`src/rtl/read_stage.sv`:
```
// Decode / register-read stage: decodes the instruction in r0, reads the 8-entry
// register file with execute and write-back bypass, and raises bubble/stall on load-use.
module read_stage #(
  parameter int D_SIZE   = 32,
  parameter int CNT_SIZE = 16
) (
  input  logic                clk,
  input  logic                rst,
  input  logic [15:0]         r0_instruction,
  input  logic                r0_valid,
  input  logic [6:0]          r1_opcode,
  input  logic [2:0]          r1_destination,
  input  logic [D_SIZE-1:0]   ex_result,
  input  logic                wb_en,
  input  logic [2:0]          wb_dest,
  input  logic [D_SIZE-1:0]   wb_data,
  input  logic                r2_pc_halt,
  input  logic                r2_pc_flush,
  output logic [6:0]          opcode,
  output logic [2:0]          destination,
  output logic [D_SIZE-1:0]   operand_a,
  output logic [D_SIZE-1:0]   operand_b,
  output logic                bubble,
  output logic                r0_stall,
  output logic [CNT_SIZE-1:0] bubble_count
);

  localparam logic [6:0] OP_NOP   = 7'h00;
  localparam logic [6:0] OP_LOAD  = 7'h20;
  localparam logic [6:0] OP_STORE = 7'h21;
  localparam logic [6:0] OP_LOADC = 7'h22;
  localparam logic [6:0] OP_JMP   = 7'h30;
  localparam logic [6:0] OP_HALT  = 7'h7F;

  logic [D_SIZE-1:0] regs [8];

  logic [6:0] instr_op;
  logic [2:0] instr_dest;
  logic [2:0] src0;
  logic [2:0] src1;
  logic       is_alu;
  logic       is_defined;
  logic       reads_a;
  logic       reads_b;
  logic       ex_fwd_ok;
  logic       hazard;
  logic       active;
  logic [D_SIZE-1:0] val_a;
  logic [D_SIZE-1:0] val_b;

  assign instr_op   = r0_instruction[15:9];
  assign instr_dest = r0_instruction[8:6];
  assign src0       = r0_instruction[5:3];
  assign src1       = r0_instruction[2:0];

  assign is_alu     = (instr_op >= 7'h01) && (instr_op <= 7'h1F);
  assign is_defined = is_alu || (instr_op == OP_LOAD) || (instr_op == OP_STORE) ||
                      (instr_op == OP_LOADC) || (instr_op == OP_JMP) || (instr_op == OP_HALT);
  assign reads_a    = is_alu || (instr_op == OP_LOAD) || (instr_op == OP_STORE) || (instr_op == OP_JMP);
  assign reads_b    = is_alu || (instr_op == OP_STORE);

  // Only results computed in execute (ALU, LOADC) can be forwarded; a LOAD's data is not ready yet.
  assign ex_fwd_ok  = ((r1_opcode >= 7'h01) && (r1_opcode <= 7'h1F)) || (r1_opcode == OP_LOADC);

  // Younger execute result beats write-back, which beats the stored register value.
  function automatic logic [D_SIZE-1:0] read_src(input logic [2:0] s, input logic [D_SIZE-1:0] rf_val,
                                                 input logic fwd_ok, input logic [2:0] r1_d,
                                                 input logic [D_SIZE-1:0] ex_v, input logic wen,
                                                 input logic [2:0] wd, input logic [D_SIZE-1:0] wv);
    if (fwd_ok && (r1_d == s)) return ex_v;
    if (wen && (wd == s))      return wv;
    return rf_val;
  endfunction

  assign val_a = read_src(src0, regs[src0], ex_fwd_ok, r1_destination, ex_result, wb_en, wb_dest, wb_data);
  assign val_b = read_src(src1, regs[src1], ex_fwd_ok, r1_destination, ex_result, wb_en, wb_dest, wb_data);

  assign hazard = (r1_opcode == OP_LOAD) &&
                  ((reads_a && (r1_destination == src0)) || (reads_b && (r1_destination == src1)));

  // Valid qualification: r0_valid marks a real instruction; nothing is emitted during reset.
  assign active = r0_valid && !rst;

  always_comb begin
    opcode      = OP_NOP;
    destination = 3'd0;
    operand_a   = '0;
    operand_b   = '0;
    if (active && is_defined) begin
      opcode      = instr_op;
      destination = instr_dest;
      if (instr_op == OP_LOADC) begin
        operand_b = D_SIZE'(r0_instruction[5:0]);
      end else begin
        if (reads_a) operand_a = val_a;
        if (reads_b) operand_b = val_b;
      end
    end
  end

  assign bubble   = active && !r2_pc_flush && hazard;
  assign r0_stall = bubble;

  always_ff @(posedge clk) begin
    if (rst) begin
      for (int i = 0; i < 8; i++) regs[i] <= '0;
    end else if (wb_en) begin
      regs[wb_dest] <= wb_data;
    end
  end

  always_ff @(posedge clk) begin
    if (rst) begin
      bubble_count <= '0;
    end else if (bubble && !r2_pc_halt && (bubble_count != {CNT_SIZE{1'b1}})) begin
      bubble_count <= bubble_count + CNT_SIZE'(1);
    end
  end

endmodule

```
`config.mk`:
```
export PLATFORM = sky130hd
export DESIGN_NAME = read_stage
export DESIGN_NICKNAME = d
export VERILOG_FILES = /design/src/rtl/read_stage.sv
export SDC_FILE = /design/constraint.sdc
export NUM_CORES = 1
export LEC_CHECK = 0
export ABC_AREA = 1
export CAP_MARGIN = 20
export CORE_ASPECT_RATIO = 0.8
export CORE_UTILIZATION = 40
export CTS_BUF_LIST = sky130_fd_sc_hd__clkbuf_8 sky130_fd_sc_hd__clkbuf_16
export DETAILED_ROUTE_END_ITERATION = 10
export SLEW_MARGIN = 20
export SYNTH_ARGS = -nofsm -noshare
export SYNTH_HDL_FRONTEND = slang
export SYNTH_SLANG_ARGS = --single-unit
```
`constraint.sdc`:
```
create_clock -name clk -period 3.3 [get_ports clk]
set_input_delay 0.66 -clock clk [delete_from_list [all_inputs] [get_ports clk]]
set_output_delay 0.66 -clock clk [all_outputs]
set_load 0.05 [all_outputs]
```
==> flow_summary.ini, run 1 <==
[setup_path]
crit_buf_inv = 4
worstPathArrival_ns = 2.61
worst_setup_path_start_kind = input pin
path_cells = clkdlybuf4s50_1 -> inv_1 -> o22ai_1 -> a21oi_1 -> nand2_2 -> buf_12 -> nand3_1 -> a31oi_1 -> buf_12
critPathCaptureType = primary output
cp.required_ns = 2.64
cp_top_family = buffers and inverters
cpMostUsedCell = buf_12
slowest_stage = clkdlybuf4s50_1
critPathMaxStageDelay_ns = 0.53
cp_max_fo = 36
path_class = input pin to primary output

[sta]
fin_skew_ns = 0.002149
setup_viol = 0
min_period_over_period_pct = 99.23
hold_violations = 0
slew_viol_final = 0
timing.fmax_mhz = 305.4
rsz0062_at_grt = true
min_period_ns = 3.275
hold_ws_ns = 0.4999
worst_pin_slew_ns = 0.6799
slew_headroom_pct = 54.10

[detailed_routing]
wire_per_inst_um = 22.10
drtIter0Drc = 2198
highest_layer = met4
ant_nets = 0
met3_length_mm = 6.942
wl_met1_mm = 25.40
via_per_inst = 5.885
firstDrtPassIters = 6
vias = 16320
dr_wl_met2_mm = 27.40
drc = 0
routed_wl_mm = 61.29

[synthesis]
synth_top_area_share_pct = 47.29
yosysSeqAreaShare_pct = 49.26
synthCells = 2045
yosysTopAreaCell = edfxtp_1
synth_area_mm2 = 0.01626
ys_types = 43
synth_common_cells = 431 x nor2_1, 368 x nand2_1, 256 x edfxtp_1
yosysWarnings = 0
synthesis.nets = 2145
synth_most_common_cell = nor2_1
avgSynthCellArea_um2 = 7.949
synthArstFlopShare_pct = 0
synth_flop_cell = edfxtp_1
synth_edf_count = 256
synth_area_leaders = edfxtp_1 47%, nor2_1 10%, nand2_1 8.5%
ys_ff_latch = 272

[clock_tree]
ctsHoldBuffers = 0
path_clk_slew_ns = 0.06
cts_buffer_depth = 3
cts_sinks = 272
root_buffer = clkbuf_16
cts-htree-levels = 1
cts_tree = built
clock_latency_ns = 0.57
cts_buffers = 29

[layout]
layout-drive-gt1-share_pct = 14.35
diodes = 0
layoutNonFillerInstCount = 2773
final_area_mm2 = 0.02130
final_net_count = 2316
syn2layout_area_growth_pct = 31.01
finish.utilization_pct = 53.55

[flow_run]
maxCapViolCount = 0

[floorplan]
rows = 65
ioPinCount = 191
initial_utilization_pct = 40.87
die_y_um = 182.3
dieWidth_um = 227.4
die_area_mm2 = 0.04145
design.core.area_mm2 = 0.03977

[global_routing]
antenna_found_initial = 0
grt_pass1_vias = 15180
grt.overflow.total = 0
grt_pass1_wl_mm = 87.70
track_usage_pct = 27.74
grt_start_max_net_pins = 67

[pwr]
combPwrFrac_pct = 17.9
p_seq_share_pct = 47.2
peakVddDrop_mv = 0.4277
p_leak_nw = 8.406
power_switching_share_pct = 28.91
p_int_mw = 6.144
p_clk_share_pct = 34.9
switching_power_mw = 2.499
power_density_mw_per_mm2 = 405.8

[placement]
io_buffers = 190
hpwl_mm = 34.62
gp_congestion = 0.8718
dpl_cell_area_mm2 = 0.01988
dp.cells = 2706

[outcome]
status = finished, final reports clean

[hold_path]
hold_class = register to register
-- path summary, 6_finish.rpt --
| check | end | start | slack, ns | depth (start not counted) |
|---|---|---|---|---|
| worst max-delay path | operand_a[13] | wb_dest[0] | 0.03 | 9 |
| worst min-delay path | bubble_count[4]$_SDFFE_PP0P_ | bubble_count[4]$_SDFFE_PP0P_ | 0.50 | 1 |
| worst max register to register | bubble_count[15]$_SDFFE_PP0P_ | bubble_count[0]$_SDFFE_PP0P_ | 1.35 | 11 |
| worst min register to register | bubble_count[4]$_SDFFE_PP0P_ | bubble_count[4]$_SDFFE_PP0P_ | 0.50 | 1 |
-- registers in the layout, indices dropped and copies added (netlist names) --
| register | count |
|---|---|
| bubble_count | 16 |
| regs | 256 |
-- power by group through the flow --
stage | Clock, mW | Sequential (mW) | Combinational, mW
detailed placement | 0 | 4.14 | 1.46
global route | 3.16 | 4.10 | 1.65
CTS | 3.02 | 4.07 | 1.47
floorplan | 0 | 4.12 | 0.810
global placement | 0 | 4.13 | 1.45
finish | 3.02 | 4.08 | 1.55
-- area by class of cell --
| class | count | area [um2] |
|---|---|---|
| multi-input combinational | 1486 | 7276 |
| timing repair buffer | 297 | 3996 |
| tap | 536 | 670.6 |
| inverter | 130 | 500.5 |
| sequential | 272 | 8008 |
| fill | 3623 | 18470 |
| clock inverter | 23 | 120.1 |
| clock buffer | 29 | 725.7 |
-- logic make-up (layout without fill, tap and decap cells) --
kind of cell / count (synthesis) / count (layout) / synth area share, %
simple gates: 1033 / 1033 / 26.45
fa+ha+maj: 1 / 1 / 0.07696
xor+xnor: 4 / 4 / 0.3541
flops: 272 / 272 / 49.26
mux: 11 / 11 / 0.6774
compound gates: 437 / 437 / 15.83
buf+inv: 287 / 479 / 7.343
-- through the flow --
| step | setup slack [ns] | setup TNS (ns) | power (mW) |
|---|---|---|---|
| finish | 0.02548 | 0 | 8.643 |
| global route | -0.05554 | -0.3594 | 8.914 |
| CTS | 0.01242 | 0 | 8.564 |
| detailed placement | -0.1768 | -1.237 | 5.606 |
| global placement | -0.2536 | -1.755 | 5.580 |
| floorplan | 0.2437 | 0 | 4.932 |
-- layout by cell type (no fill, tap or decap), types with 4 or more instances in the layout --
| master | Yosys | layout |
|---|---|---|
| buf_12 | 0 | 102 |
| a21oi_2 | 0 | 20 |
| o31ai_1 | 16 | 16 |
| nor2_1 | 431 | 424 |
| mux2i_1 | 11 | 11 |
| nand2_2 | 4 | 5 |
| nand2_1 | 368 | 364 |
| o311ai_1 | 4 | 4 |
| inv_1 | 108 | 113 |
| buf_6 | 5 | 4 |
| clkinv_1 | 14 | 18 |
| a31oi_1 | 21 | 17 |
| nor2_2 | 9 | 14 |
| o21ai_1 | 27 | 36 |
| dlymetal6s2s_1 | 0 | 13 |
| o311ai_0 | 34 | 34 |
| o21ai_0 | 187 | 175 |
| clkinv_2 | 0 | 7 |
| clkdlybuf4s50_1 | 0 | 95 |
| edfxtp_1 | 256 | 256 |
| inv_2 | 8 | 8 |
| clkbuf_16 | 0 | 37 |
| buf_4 | 7 | 68 |
| nand3_1 | 179 | 177 |
| dfxtp_1 | 16 | 16 |
| a21oi_1 | 76 | 56 |
| o211ai_1 | 69 | 69 |
| nor3_1 | 8 | 8 |
| or2_2 | 18 | 18 |
-- layer usage --
metal	track usage, %	up-vias
li1	-	7351
met1	38.68	7779
met2	44.38	1060
met3	4.540	129
met4	7.705	0
met5	0	-
-- repair_timing --
action / CTS / global route
resized for setup: 7 / 87
endpoints found under the setup margin: 39 / 67
pin swaps: 1 / 13
hold endpoints to repair: 0 / 0
setup buffers: 0 / 8
gates cloned: 0 / 7
No activity file was read; power rests on OpenSTA's default activity.
==> run 2, diff against run 1 <==
--- a/config.mk
+++ b/config.mk
@@ -11,6 +11,7 @@
 export CORE_UTILIZATION = 40
 export CTS_BUF_LIST = sky130_fd_sc_hd__clkbuf_8 sky130_fd_sc_hd__clkbuf_16
 export DETAILED_ROUTE_END_ITERATION = 10
+export SKIP_LAST_GASP = 1
 export SLEW_MARGIN = 20
 export SYNTH_ARGS = -nofsm -noshare
 export SYNTH_HDL_FRONTEND = slang
==> run 2 against run 1 <==
The run now ends with negative setup slack left; sequential share of layout area barely moved; non-clock buffer count did not move; die area did not move; clock power barely moved; sequential cell count did not move; combinational power barely moved; critical path depth rose by 1; worst setup slack got worse by 0.035 ns; first-iteration DRC count fell by 4.1%; critical path type unchanged; largest cell class unchanged.
==> flow_summary.ini, run 2 (synthesized netlist as in run 1, its figures left out) <==
[setup_path]
r2r-start = bubble_count[0]$_SDFFE_PP0P_
path_class = input pin to primary output
critPathMaxStageDelay_ns = 0.54
rr_worst_depth = 11
rr_endpoint = bubble_count[15]$_SDFFE_PP0P_
r2r_setup_slack_ns = 1.35
cpMostUsedCell = buf_4
cp_max_fo = 17
worstPathArrival_ns = 2.65
critPathCaptureType = primary output
cp.required_ns = 2.64
path_cells = clkdlybuf4s50_1 -> inv_1 -> o22ai_1 -> a21oi_1 -> nand2_2 -> buf_4 -> nand3_1 -> a31oi_1 -> buf_4 -> buf_12
slowest_stage = clkdlybuf4s50_1
worst_setup_path_start_kind = input pin

[layout]
final_net_count = 2316
final_common_cell = nor2_1
syn2layout_area_growth_pct = 30.90
diodes = 0
reg_top3 = regs: 256 flops, bubble_count: 16 flops
finish.utilization_pct = 53.50
top_register = regs
layout_common_cells = 424 x nor2_1, 364 x nand2_1, 256 x edfxtp_1, 177 x nand3_1, 175 x o21ai_0
largest_reg_flops = 256
layout-drive-gt1-share_pct = 14.26

[clock_tree]
cts_buffer_depth = 3
path_clk_slew_ns = 0.06
cts_tree = built
cts-htree-levels = 1
cts_sinks = 272
clock_latency_ns = 0.58
cts_buffers = 29
root_buffer = clkbuf_16
ctsHoldBuffers = 0

[sta]
min_period_over_period_pct = 100.3
rsz0062_at_grt = true
slew_viol_final = 0
hold_ws_ns = 0.4991
layout_setup_ws_ns = -0.009720
timing.fmax_mhz = 302.1
setup_viol = 1
min_period_ns = 3.310
hold_violations = 0
slew_headroom_pct = 54.23
fin_skew_ns = 0.002372
worst_pin_slew_ns = 0.6780

[hold_path]
worstHoldEndpoint = bubble_count[4]$_SDFFE_PP0P_
hold_depth = 1
worst_hold_startpoint = bubble_count[4]$_SDFFE_PP0P_
hold_class = register to register

[flow_run]
maxCapViolCount = 0

[pwr]
power_switching_share_pct = 28.83
p_seq_share_pct = 47.2
combPwrFrac_pct = 17.9
peakVddDrop_mv = 0.4246
p_int_mw = 6.142
switching_power_mw = 2.488
power_density_mw_per_mm2 = 405.6
p_leak_nw = 8.401
p_clk_share_pct = 34.9

[floorplan]
die_y_um = 182.3
initial_utilization_pct = 40.87
dieWidth_um = 227.4
rows = 65
design.core.area_mm2 = 0.03977
ioPinCount = 191
die_area_mm2 = 0.04145

[placement]
io_buffers = 190
hpwl_mm = 34.62
gp_congestion = 0.8718

[detailed_routing]
met3_length_mm = 7.047
vias = 16270
highest_layer = met4
ant_nets = 0
drtIter0Drc = 2108
via_per_inst = 5.869
firstDrtPassIters = 6
wl_met1_mm = 25.25
dr_wl_met2_mm = 27.32
drc = 0
wire_per_inst_um = 22.07
routed_wl_mm = 61.19

[global_routing]
grt_pass1_wl_mm = 87.70
antenna_found_initial = 0
grt_pass1_vias = 15180
grt_start_max_net_pins = 67
grt.overflow.total = 0
track_usage_pct = 27.74

[outcome]
violations = negative setup slack
status = finished with violations
[run 2: cell counts in the layout (fill, tap and decap cells not counted)]
Identical to the previous run, type by type.
[run 2: per-stage QoR]
stage                     worst slack [ns]  cells  instance area, um2  power [mW]   TNS (ns)
after floorplan                     0.2437   2045               16260       4.932          0
after global placement             -0.2536   2706               19880       5.580     -1.755
after detailed placement           -0.1768   2706               19880       5.606     -1.237
after CTS                          0.01242   2758               20730       8.564          0
after global routing              -0.07564   2773               21280       8.911    -0.4732
final                            -0.009720   2773               21280       8.630  -0.009720
[run 2: area by class of cell]
class | count | area [um2]
clock inverters | 23 | 120.1
inverters | 130 | 500.5
clock buffers | 29 | 725.7
repair buffers | 297 | 3985
well taps | 536 | 670.6
fillers | 3621 | 18490
flip-flops and latches | 272 | 8008
multi-input cells | 1486 | 7268
[run 2: repair_timing]
action / 4_1_cts / 5_1_grt
pin swaps: 1 / 13
cloned: 0 / 7
buffers inserted: 0 / 8
resized for setup: 7 / 83
setup endpoints to repair: 39 / 67
[run 2: worst max path at each step]
stage | startpoint | end | slack (ns) | cells after the start
2_1_floorplan | r0_instruction[0] | operand_b[18] | 0.24 | 11
3_3_place_gp | r1_opcode[5] | operand_a[6] | -0.25 | 10
3_5_place_dp | r1_opcode[5] | operand_a[6] | -0.18 | 10
4_1_cts | r1_opcode[5] | operand_b[5] | 0.01 | 10
5_1_grt | wb_dest[0] | operand_a[1] | -0.08 | 10
6_report | wb_dest[0] | operand_a[1] | -0.01 | 10
[run 2: metal layers]
| metal | vias up | GRT usage (%) |
|---|---|---|
| li1 | 7348 | - |
| met1 | 7678 | 38.68 |
| met2 | 1127 | 44.38 |
| met3 | 121 | 4.540 |
| met4 | 0 | 7.705 |
| met5 | - | 0 |
[run 2: power by group through the flow]
stage / logic (mW) / clock network [mW] / registers, mW
finish: 1.54 / 3.01 / 4.08
global placement: 1.45 / 0 / 4.13
floorplan: 0.810 / 0 / 4.12
detailed placement: 1.46 / 0 / 4.14
CTS: 1.47 / 3.02 / 4.07
global route: 1.65 / 3.16 / 4.10
[run 2: worst max-delay path: cells and delay by family]
family,cells,cell delay [ns]
simple gates,2,0.31
buf+inv,5,1.19
compound gates,3,0.46
